### src/rtl/dac_sample_fifo.sv
`default_nettype none
// ============================================================================
// Module      : dac_sample_fifo
// Description : Elastic sample buffer between the ANC core output and the
//               DAC-side I2S transmitter. Absorbs jitter between the core's
//               compute-complete strobes and the transmitter's frame-rate
//               requests. Primes to PREFILL entries before playback and
//               re-primes after an underflow. Every request is answered with
//               exactly one out_valid pulse one cycle later.
// Revision    : 1.0 - initial release
// ----------------------------------------------------------------------------
// Parameters:
//   DEPTH     FIFO entries (power of two, >= 4)
//   PREFILL   occupancy needed to start playback (1..DEPTH)
//   UNF_ZERO  1: answer a starved request with 0
//             0: answer a starved request with the last sample sent
// Ports:
//   clk, rst     system clock, synchronous active-high reset
//   in_sample    signed sample from the ANC core
//   in_valid     1-cycle write strobe paired with in_sample
//   out_req      1-cycle request from the I2S transmitter
//   out_sample   sample to the transmitter, held between pulses
//   out_valid    1-cycle pulse, one cycle after each out_req
//   level        current occupancy (0..DEPTH)
//   full, empty  level == DEPTH / level == 0
//   overflow     1-cycle pulse: an incoming write was dropped
//   underflow    1-cycle pulse: a request was served while starved in RUN
// Optional feature (macro DAC_FIFO_STATS_EN):
//   stat_clr     zeroes both event counters
//   ovf_cnt      saturating count of dropped writes
//   unf_cnt      saturating count of underflows
// ============================================================================
module dac_sample_fifo #(
  parameter int DEPTH    = 8,
  parameter int PREFILL  = 4,
  parameter int UNF_ZERO = 0
) (
  input  logic                     clk,
  input  logic                     rst,
  input  logic [15:0]              in_sample,
  input  logic                     in_valid,
  input  logic                     out_req,
  output logic [15:0]              out_sample,
  output logic                     out_valid,
  output logic [$clog2(DEPTH):0]   level,
  output logic                     full,
  output logic                     empty,
  output logic                     overflow,
  output logic                     underflow
`ifdef DAC_FIFO_STATS_EN
  ,
  input  logic                     stat_clr,
  output logic [15:0]              ovf_cnt,
  output logic [15:0]              unf_cnt
`endif
);

  localparam int AW = $clog2(DEPTH);
  localparam int LW = AW + 1;

  localparam logic [LW-1:0] c_DEPTH_L   = LW'(DEPTH);
  localparam logic [LW-1:0] c_PREFILL_L = LW'(PREFILL);
  localparam logic [AW-1:0] c_PTR_ONE   = AW'(1);
  localparam logic [LW-1:0] c_LVL_ONE   = LW'(1);

  typedef enum logic [0:0] {
    ST_FILL = 1'b0,
    ST_RUN  = 1'b1
  } state_t;

  // --------------------------------------------------------------------------
  // Storage and registered state
  // --------------------------------------------------------------------------
  logic [15:0]   r_mem [DEPTH];
  logic [AW-1:0] r_wr_ptr;
  logic [AW-1:0] r_rd_ptr;
  logic [LW-1:0] r_level;
  logic          r_full;
  logic          r_empty;
  state_t        r_state;
  logic [15:0]   r_out_sample;
  logic [15:0]   r_last;
  logic          r_out_valid;
  logic          r_overflow;
  logic          r_underflow;

  // --------------------------------------------------------------------------
  // Combinational decode
  // --------------------------------------------------------------------------
  state_t        w_state_nxt;
  logic          w_pop;
  logic          w_push;
  logic          w_drop;
  logic          w_unf;
  logic [LW-1:0] w_level_nxt;

  always_comb begin
    w_state_nxt = r_state;
    w_pop       = 1'b0;
    w_push      = 1'b0;
    w_drop      = 1'b0;
    w_unf       = 1'b0;
    w_level_nxt = r_level;

    // Only RUN with data consumes an entry; FILL answers every request from
    // the held sample (or zero) without touching the buffer.
    w_pop = (r_state == ST_RUN) && out_req && !r_empty;

    // A starved request in RUN is the only underflow; starvation in FILL is
    // the expected priming condition and stays silent.
    w_unf = (r_state == ST_RUN) && out_req && r_empty;

    // A pop in the same cycle frees a slot, so a write at full still lands.
    w_push = in_valid && (!r_full || w_pop);
    w_drop = in_valid && r_full && !w_pop;

    if (w_push && !w_pop) begin
      w_level_nxt = r_level + c_LVL_ONE;
    end else if (w_pop && !w_push) begin
      w_level_nxt = r_level - c_LVL_ONE;
    end

    case (r_state)
      ST_FILL: begin
        // Decided on the registered level, so RUN starts one cycle after the
        // threshold is visible on the level output.
        if (r_level >= c_PREFILL_L) begin
          w_state_nxt = ST_RUN;
        end
      end
      ST_RUN: begin
        if (w_unf) begin
          w_state_nxt = ST_FILL;
        end
      end
      default: w_state_nxt = ST_FILL;
    endcase
  end

  // --------------------------------------------------------------------------
  // Sample memory (contents are don't-care after reset, so no reset branch)
  // --------------------------------------------------------------------------
  always_ff @(posedge clk) begin
    if (w_push) begin
      r_mem[r_wr_ptr] <= in_sample;
    end
  end

  // --------------------------------------------------------------------------
  // Control registers
  // --------------------------------------------------------------------------
  always_ff @(posedge clk) begin
    if (rst) begin
      r_state  <= ST_FILL;
      r_wr_ptr <= '0;
      r_rd_ptr <= '0;
      r_level  <= '0;
      r_full   <= 1'b0;
      r_empty  <= 1'b1;
    end else begin
      r_state <= w_state_nxt;
      r_level <= w_level_nxt;
      r_full  <= (w_level_nxt == c_DEPTH_L);
      r_empty <= (w_level_nxt == '0);
      if (w_push) begin
        r_wr_ptr <= r_wr_ptr + c_PTR_ONE;
      end
      if (w_pop) begin
        r_rd_ptr <= r_rd_ptr + c_PTR_ONE;
      end
    end
  end

  // --------------------------------------------------------------------------
  // Output sample path
  // --------------------------------------------------------------------------
  always_ff @(posedge clk) begin
    if (rst) begin
      r_out_sample <= '0;
      r_last       <= '0;
      r_out_valid  <= 1'b0;
      r_overflow   <= 1'b0;
      r_underflow  <= 1'b0;
    end else begin
      r_out_valid <= out_req;
      r_overflow  <= w_drop;
      r_underflow <= w_unf;
      if (w_pop) begin
        r_out_sample <= r_mem[r_rd_ptr];
        r_last       <= r_mem[r_rd_ptr];
      end else if (out_req) begin
        // Starved answer: the held sample is not updated, so repeated
        // starvation keeps replaying the same last real sample.
        r_out_sample <= (UNF_ZERO != 0) ? 16'h0000 : r_last;
      end
    end
  end

  assign out_sample = r_out_sample;
  assign out_valid  = r_out_valid;
  assign level      = r_level;
  assign full       = r_full;
  assign empty      = r_empty;
  assign overflow   = r_overflow;
  assign underflow  = r_underflow;

`ifdef DAC_FIFO_STATS_EN
  // --------------------------------------------------------------------------
  // Event counters. They count the event in the cycle it happens, so each
  // count lands on the same edge as the matching pulse. A clear coinciding
  // with an event restarts the count at 1 rather than losing the event.
  // --------------------------------------------------------------------------
  logic [15:0] r_ovf_cnt;
  logic [15:0] r_unf_cnt;

  always_ff @(posedge clk) begin
    if (rst) begin
      r_ovf_cnt <= '0;
      r_unf_cnt <= '0;
    end else if (stat_clr) begin
      r_ovf_cnt <= {15'd0, w_drop};
      r_unf_cnt <= {15'd0, w_unf};
    end else begin
      if (w_drop && (r_ovf_cnt != 16'hFFFF)) begin
        r_ovf_cnt <= r_ovf_cnt + 16'd1;
      end
      if (w_unf && (r_unf_cnt != 16'hFFFF)) begin
        r_unf_cnt <= r_unf_cnt + 16'd1;
      end
    end
  end

  assign ovf_cnt = r_ovf_cnt;
  assign unf_cnt = r_unf_cnt;
`endif

endmodule
`default_nettype wire
### config.mk
export PLATFORM = sky130hd
export DESIGN_NAME = dac_sample_fifo
export DESIGN_NICKNAME = d
export VERILOG_FILES = /design/src/rtl/dac_sample_fifo.sv
export SDC_FILE = /design/constraint.sdc
export NUM_CORES = 1
export LEC_CHECK = 0
export BUFFER_PORTS_ARGS = -buffer_cell sky130_fd_sc_hd__buf_2
export CORE_ASPECT_RATIO = 1.25
export CORE_MARGIN = 2
export CORE_UTILIZATION = 30
export CTS_BUF_LIST = sky130_fd_sc_hd__clkbuf_8
export CTS_CLUSTER_SIZE = 8
export DETAILED_ROUTE_END_ITERATION = 6
export GPL_ROUTABILITY_DRIVEN = 0
export SYNTH_ARGS = -nofsm -noshare
export SYNTH_HDL_FRONTEND = slang
export SYNTH_SLANG_ARGS = --single-unit
### constraint.sdc
create_clock -name clk -period 3.41 [get_ports clk]
set_input_delay 0.682 -clock clk [delete_from_list [all_inputs] [get_ports clk]]
set_output_delay 0.682 -clock clk [all_outputs]
set_load 0.02 [all_outputs]
# Yosys cells after proc, flatten, opt, wreduce, memory -nomap -nowiden
# Memory sizes are Yosys's and may differ from the RTL's. A register that Yosys moved wholly into a read port is not among the register bits.
# Cells that the tools add are included.
dict set report word_totals {
  ff_bits 48
  word_cells 45
  n_memories 1
  output_inout_bits 25
  in_bits 20
  mem_bits_rw 128
}
dict set report op_classes {
  n_reduce_logical 15
  n_addsub 4
  eq_ne 1
  bitwise 1
  muxes 11
  order_cmp 1
}
# memory words width rd rd_ports_with_merged_regs write_ports line
set mem_list {}
lappend mem_list {r_mem 8 16 1 1 1 74} ;# logic [15:0] r_mem [DEPTH];
# cell count
set op_table {}
lappend op_table {{two-way mux 16 bit} 2}
lappend op_table {{logical AND 1 bit} 8}
lappend op_table {{two-way mux 4 bit} 2}
lappend op_table {{adder 3 x 1 -> 3 bit (second input constant)} 2}
lappend op_table {{two-way mux 3 bit} 2}
lappend op_table {{adder 4 x 1 -> 4 bit (second input constant)} 1}
lappend op_table {{== test 4 bit (second input constant)} 1}
lappend op_table {{greater-or-equal comparator 4 x 3 -> 1 bit (second input constant)} 1}
lappend op_table {{logical NOT 1 bit} 4}
lappend op_table {{logical NOT 4 bit} 1}
lappend op_table {{two-way mux 1 bit} 4}
lappend op_table {{subtractor 4 x 1 -> 4 bit (second input constant)} 1}
lappend op_table {{case mux 1 bit (2 select lines)} 1}
lappend op_table {{nonzero test 2 bit} 1}
lappend op_table {{logical OR 1 bit} 1}
lappend op_table {{NOT 1 bit} 1}

# Depth between registers and ports, before layout
# Gate-level depths: netlist of the first run.
dict set report depth {
  ltp_word 9
  mapped_depth 7
  mapped_depth_nobuf 6
}

# Worst setup path before layout of the first run
# No wires, ideal clock.
dict set report synth_path {
  path_type {input to register}
  startpoint {input port out_req}
  endpoint {memory r_mem[0][0] (enable)}
  slack_ns 0.475
  arrival_time_ns 2.526
  path_buffers 1
  stages 5
  setup_ns 0.409
  t_required_ns 3.001
  cell_sequence {buf_4 -> nand3b_2 -> a21boi_1 -> nand2b_1 -> nor3_1}
}
dict set report synth_between {
  elab_chain_cells 6
}
# item line
set synth_lines {}
lappend synth_lines {{start: declaration} 42} ;# input logic out_req,
lappend synth_lines {{logical AND 1 bit (2 in a row)} 107} ;# w_pop = (r_state == ST_RUN) && out_req && !r_empty;
lappend synth_lines {{logical OR 1 bit} 114} ;# w_push = in_valid && (!r_full || w_pop);
lappend synth_lines {{logical AND 1 bit} 114}
lappend synth_lines {{two-way mux 1 bit} 144} ;# if (w_push) begin
lappend synth_lines {{two-way mux 1 bit (not written as such)} 145} ;# r_mem[r_wr_ptr] <= in_sample;
lappend synth_lines {{end: declaration} 74}
# Every way passes these cells.

==> run summary, run 1 <==
Drt drc - 0
Number of antenna-violating nets in the routed design - 0
Synth Warn # - 0
Placed cell count - 784
Cell Chain, Critical Path - buf_12 -> mux2i_1 -> a22oi_1 -> a31oi_1 -> a211oi_1
Async S/R FF share, synth - 0
Final worst-path cycle share - 0.610
WL per Instance - 17.6 um
Final setup violating endpoints - 0
Starting DRT DRC Count - 347
Min cycle time layout - 2080 ps
Synth Instances - 462
Hold Path Sink - out_sample[15]
Register area share after synthesis - 0.703
# diodes - 0
Beginning of the worst hold path - out_sample[15]
Clock Path Buffers - 2
Reg2reg setup slack - 1330 ps
Synth Register Bits - 179
Most frequent cells in the layout - edfxtp_1, mux2i_1, dfxtp_1, nor2_1, buf_2
WP data arrival - 2430 ps
DR pass1 iterations - 5
Clock latency on the worst-skew pair - 450 ps
Hold WC Path Type - reg2reg
Die ar. - 24300 um2
Gr usage total - 0.121
Final hold viol count - 0
Wirelength, routed - 14400 um
CTS tree - yes
Nets - 539
Fraction of layout cells with a size suffix above 1 - 0.195
Post-CTS sizing - 0
Max-cap violations - 0
Post-CTS Setup Bufs - 0
Height of the die - 174 um
Critical Path Max Stage Delay - 790 ps
Clock skew - 10.3 ps
Clk slew on worst S/H paths - 90 ps
EDFF count, synth - 128
Largest net degree at the start of global routing - 49
Slew Viols, Final - 0
Lkg Pwr - 2.59 nW
Via count - 3907
Unique masters post-synth - 44
Syn Area/Cell - 15.0 um2
Power Density - 501 nW/um2
Finished Layout Cells - 816
VDD IR-drop max - 0.190 mV
Vias/cell - 4.79
Status - finished clean
Syn nets - 486
Initial antenna violation count - 0
Worst Path Class, Setup - reg2reg
Area growth syn-to-layout - 13.0%
RSZ-0062 raised after global routing - false
Die W - 140 um
Post-synth top flop - edfxtp_1
Worst-case reg-to-reg path depth - 5
First-pass GRT wire length - 22600 um
Most common cell after layout, fill and taps aside - edfxtp_1
Max transition margin - 0.421
Number of I/O pins - 45
CTS Hold Bufs - 0
Setup crit start kind - flop
H-tree levels - 4
DP Wirelength - 9730 um
Vias in the first global route - 3993
CP max stage cell - dfxtp_4
Worst slew pin tran - 868 ps
Crit. End Element - flop
Max frequency - 481 MHz
IO Port Bufs - 44
Num CTS Buffers - 17
Initial Utilization - 0.304
Worst reg2reg path endpoint - out_sample[6]
Core area - 22800 um2
CTS root buf - clkbuf_8
Worst hold path depth - 2
Crit path max fanout - 38
Worst path required time - 3760 ps
CTS sink cnt - 179
Synth Cell Area - 6920 um2
Setup TNS - 0 ps
Rows - 62
Grt ovf - 0
state kept, by name, indices dropped and copies added, names as in the netlist, named ones only:
signal,count
empty,1
full,1
level,4
out_sample,16
out_valid,1
overflow,1
r_last,16
r_mem,128
r_rd_ptr,3
r_state,1
r_wr_ptr,3
underflow,1
metrics by stage:
step                hold WS, ps  power, mW  setup slack (ps)  cell area (um2)   util
finish                      491       3.92              1330             7830  0.343
detailed placement          486       2.65              1110             7460  0.327
global placement            467       2.64              1130             7460  0.327
CTS                         497       3.97              1340             7830  0.343
floorplan                   454       2.57               475             6920      -
global route                498       4.08              1200             7830  0.343
Yosys cell counts, types with 2 or more instances:
cell type,count,area share
buf_4,2,0.0022
nor3_1,4,0.0029
edfxtp_1,128,0.56
inv_1,3,0.0016
mux2i_1,66,0.095
nor2b_1,4,0.0036
and2_0,15,0.014
xor2_1,2,0.0025
nand3_1,3,0.0022
and4bb_1,2,0.0036
nand2_1,7,0.0038
a211oi_1,17,0.018
a22oi_1,32,0.035
buf_6,3,0.0049
buf_12,3,0.0087
and2_1,2,0.0018
nor2_1,48,0.026
a311oi_1,2,0.0025
a31oi_1,16,0.014
ha_1,4,0.0072
clkbuf_1,10,0.0054
nand2b_1,4,0.0036
xnor2_1,2,0.0025
a21oi_1,4,0.0029
buf_2,10,0.0072
dfxtp_1,51,0.15
where the power goes:
part	switching [mW]	internal, mW	total (mW)
logic	0.129	0.0669	0.196
registers	0.0279	2.38	2.40
clock network	0.743	0.580	1.32
layer usage:
metal,GRT usage,share of wire,vias up
met5,0,0,-
met4,0.0446,0.013,0
met3,0.0304,0.046,13
met2,0.208,0.52,108
met1,0.147,0.43,1926
li1,-,-,1860
worst max path at each step:
stage	end
floorplan	r_mem[0][0]
global placement	empty
detailed placement	empty
CTS	out_sample[0]
global route	out_sample[10]
finish	out_sample[6]
final cells by class:
class	count	area, um2
well taps	288	360
inverters	3	11.3
clock buffers	17	234
repair buffers	63	375
fillers	2207	15000
flip-flops and latches	179	4870
multi-input cells	251	1850
clock inverters	15	131
worst max-delay path, delay by kind of cell (launching register included):
| family | cells | cell delay, ps |
|---|---|---|
| muxes | 1 | 120 |
| DFF | 1 | 790 |
| buffers and inverters | 1 | 300 |
| AOI/OAI and AO/OA | 3 | 730 |
logic make-up after synthesis:
logic type	Yosys count	synth area share
compound gates	80	0.0855
simple gates	96	0.0698
xor+xnor	5	0.00741
flops	179	0.703
buf+inv	32	0.0322
mux	66	0.0954
fa+ha+maj	4	0.00723
Power figures use the tool's default switching activity.
==> run 2: changes to the inputs <==
Clock period 3.41 ns to 1.9 ns, I/O delays scaled along.
==> run 2 against run 1 <==
  * Maximum frequency grew 18%
  * Critical path depth is the same
  * Largest power group unchanged
  * Global-route usage grew 0.051 points
  * Flip-flop and latch count is the same
  * Sequential power grew 80%
  * Worst setup slack lost 1200 ps
  * Non-clock buffer count grew 5
==> run summary, run 2 (synthesized netlist as in run 1, its figures left out) <==
Status - finished clean
Worst hold-check slack - 199 ps (-292 ps)
VDD IR-drop max - 0.439 mV (+130%)
Clock skew - 20.6 ps (+10.3 ps)
H-tree levels - 4 (unchanged)
WL per Instance - 17.3 um (-1.5%)
Vias/cell - 4.78 (-0.18%)
Worst path required time - 2070 ps (-1690 ps)
Finished Layout Cells - 821 (+0.61%)
Comb pwr share - 0.052 (+0.002)
Number of antenna-violating nets in the routed design - 0 (unchanged)
Wirelength, routed - 14200 um (-0.85%)
Final worst-path cycle share - 0.927 (+0.317)
Cell Chain, Critical Path - nand3b_4 -> a21boi_4 -> nand2_1 -> nor2_2 -> buf_4
CTS sink cnt - 179 (unchanged)
Hold WC Path Type - in2reg
Initial Utilization - 0.304 (unchanged)
Top reg by flops - r_mem
Die W - 140 um (unchanged)
Crit. End Element - flop
Worst Path Class, Setup - reg2reg
Clock latency on the worst-skew pair - 460 ps (about the same)
Switching power - 1.85 mW (+110%)
CTS tree - yes
Most common cell after layout, fill and taps aside - edfxtp_1
Max-cap violations - 0 (unchanged)
First-pass GRT wire length - 23000 um (+1.6%)
Clk slew on worst S/H paths - 110 ps (+20 ps)
Drt drc - 0 (unchanged)
IO Port Bufs - 44 (unchanged)
Crit path max fanout - 9 (-76%)
Rows - 62 (unchanged)
Switch share - 0.250 (+0.0205)
# diodes - 0 (unchanged)
Critical Path Max Stage Delay - 470 ps (-320 ps)
Starting DRT DRC Count - 301 (-13%)
Max transition margin - 0.604 (+0.183)
Height of the die - 174 um (unchanged)
Buf/Inv on CP - 1 (unchanged)
Worst slew pin tran - 594 ps (-274 ps)
WP data arrival - 1930 ps (-500 ps)
DR pass1 iterations - 4 (-1)
Power Density - 917 nW/um2 (+83%)
CTS root buf - clkbuf_8
Clock Path Buffers - 2 (unchanged)
Max frequency - 568 MHz (+18%)
Lkg Pwr - 2.69 nW (+4.0%)
Slew Viols, Final - 0 (unchanged)
CTS Hold Bufs - 0 (unchanged)
Int Pwr - 5.56 mW (+84%)
CP top delay family - simple AND/OR/NAND/NOR gates
RSZ-0062 raised after global routing - false
Clk pwr share - 0.366 (+0.029)
Vias in the first global route - 4036 (+1.1%)
Largest net degree at the start of global routing - 33 (-33%)
Final setup violating endpoints - 0 (unchanged)
DP Wirelength - 9840 um (+1.1%)
Flop pwr share - 0.582 (-0.031)
Num CTS Buffers - 17 (unchanged)
Area growth syn-to-layout - 16.7%
Final hold viol count - 0 (unchanged)
Grt ovf - 0 (unchanged)
Min cycle time layout - 1760 ps (-319 ps)
Placed Area - 7640 um2 (+2.4%)
Via count - 3924 (+0.44%)
Die ar. - 24300 um2 (unchanged)
Placed cell count - 789 (+0.64%)
Fraction of layout cells with a size suffix above 1 - 0.221 (+0.0263)
Most frequent cells in the layout - edfxtp_1, mux2i_1, dfxtp_1, buf_2, nor2_1
Gr usage total - 0.121 (+0.000505)
Number of I/O pins - 45 (unchanged)
Max reg flops - 128 (unchanged)
Core area - 22800 um2 (unchanged)
Setup crit start kind - flop
Post-CTS Setup Bufs - 0 (unchanged)
Initial antenna violation count - 2 (+2)
CP max stage cell - dfxtp_1
Final instance area - 8080 um2 (+3.2%)
Nets - 544 (+0.93%)
run 2: what timing repair did:
item,in CTS,in global routing
endpoints found under the hold margin,0,0
resized for setup,0,1
setup endpoints to repair,0,6
run 2: path summary, 6_finish.rpt:
path                        from        endpoint  cells past startpoint  slack, ps
setup / recovery         r_state     r_mem[5][4]                      5        140
hold / removal      in_sample[8]     r_mem[4][8]                      1        200
setup reg to reg         r_state     r_mem[5][4]                      5        140
hold reg to reg   out_sample[15]  out_sample[15]                      2        500
run 2: layout make-up:
type                    count  area, um2
inverters                   3       11.3
well taps                 288        360
fillers                  2187      14700
flip-flops and latches    179       4870
clock inverters            15        200
repair buffers             68        500
multi-input cells         251       1900
clock buffers              17        234
run 2: worst reg2reg max path, cell delays in order, from the launching register on:
cell and delay (ps):
dfxtp_1 470, nand3b_4 120, a21boi_4 230, nand2_1 230, nor2_2 200, buf_4 210
run 2: per-layer routing:
| metal | part of all wire | track usage |
|---|---|---|
| met5 | 0.00077 | 0 |
| met2 | 0.48 | 0.194 |
| met3 | 0.046 | 0.0273 |
| met4 | 0.012 | 0.0421 |
| met1 | 0.46 | 0.163 |
run 2: through the flow:
step / power [mW] / worst slack (ps) / setup TNS, ps / utilization
after CTS: 7.49 / 114 / 0 / 0.354
final: 7.41 / 139 / 0 / 0.354
after floorplan: 4.62 / -21.8 / -1050 / -
after global routing: 7.68 / 3.21 / 0 / 0.354
after detailed placement: 4.79 / 107 / 0 / 0.335
after global placement: 4.77 / 144 / 0 / 0.335
run 2: power groups by stage:
stage	Clock, mW	Combinational [mW]	Sequential [mW]
final	2.71	0.382	4.31
after global routing	2.93	0.426	4.33
after CTS	2.79	0.389	4.31
after detailed placement	0	0.388	4.40
after global placement	0	0.376	4.40
after floorplan	0	0.193	4.43
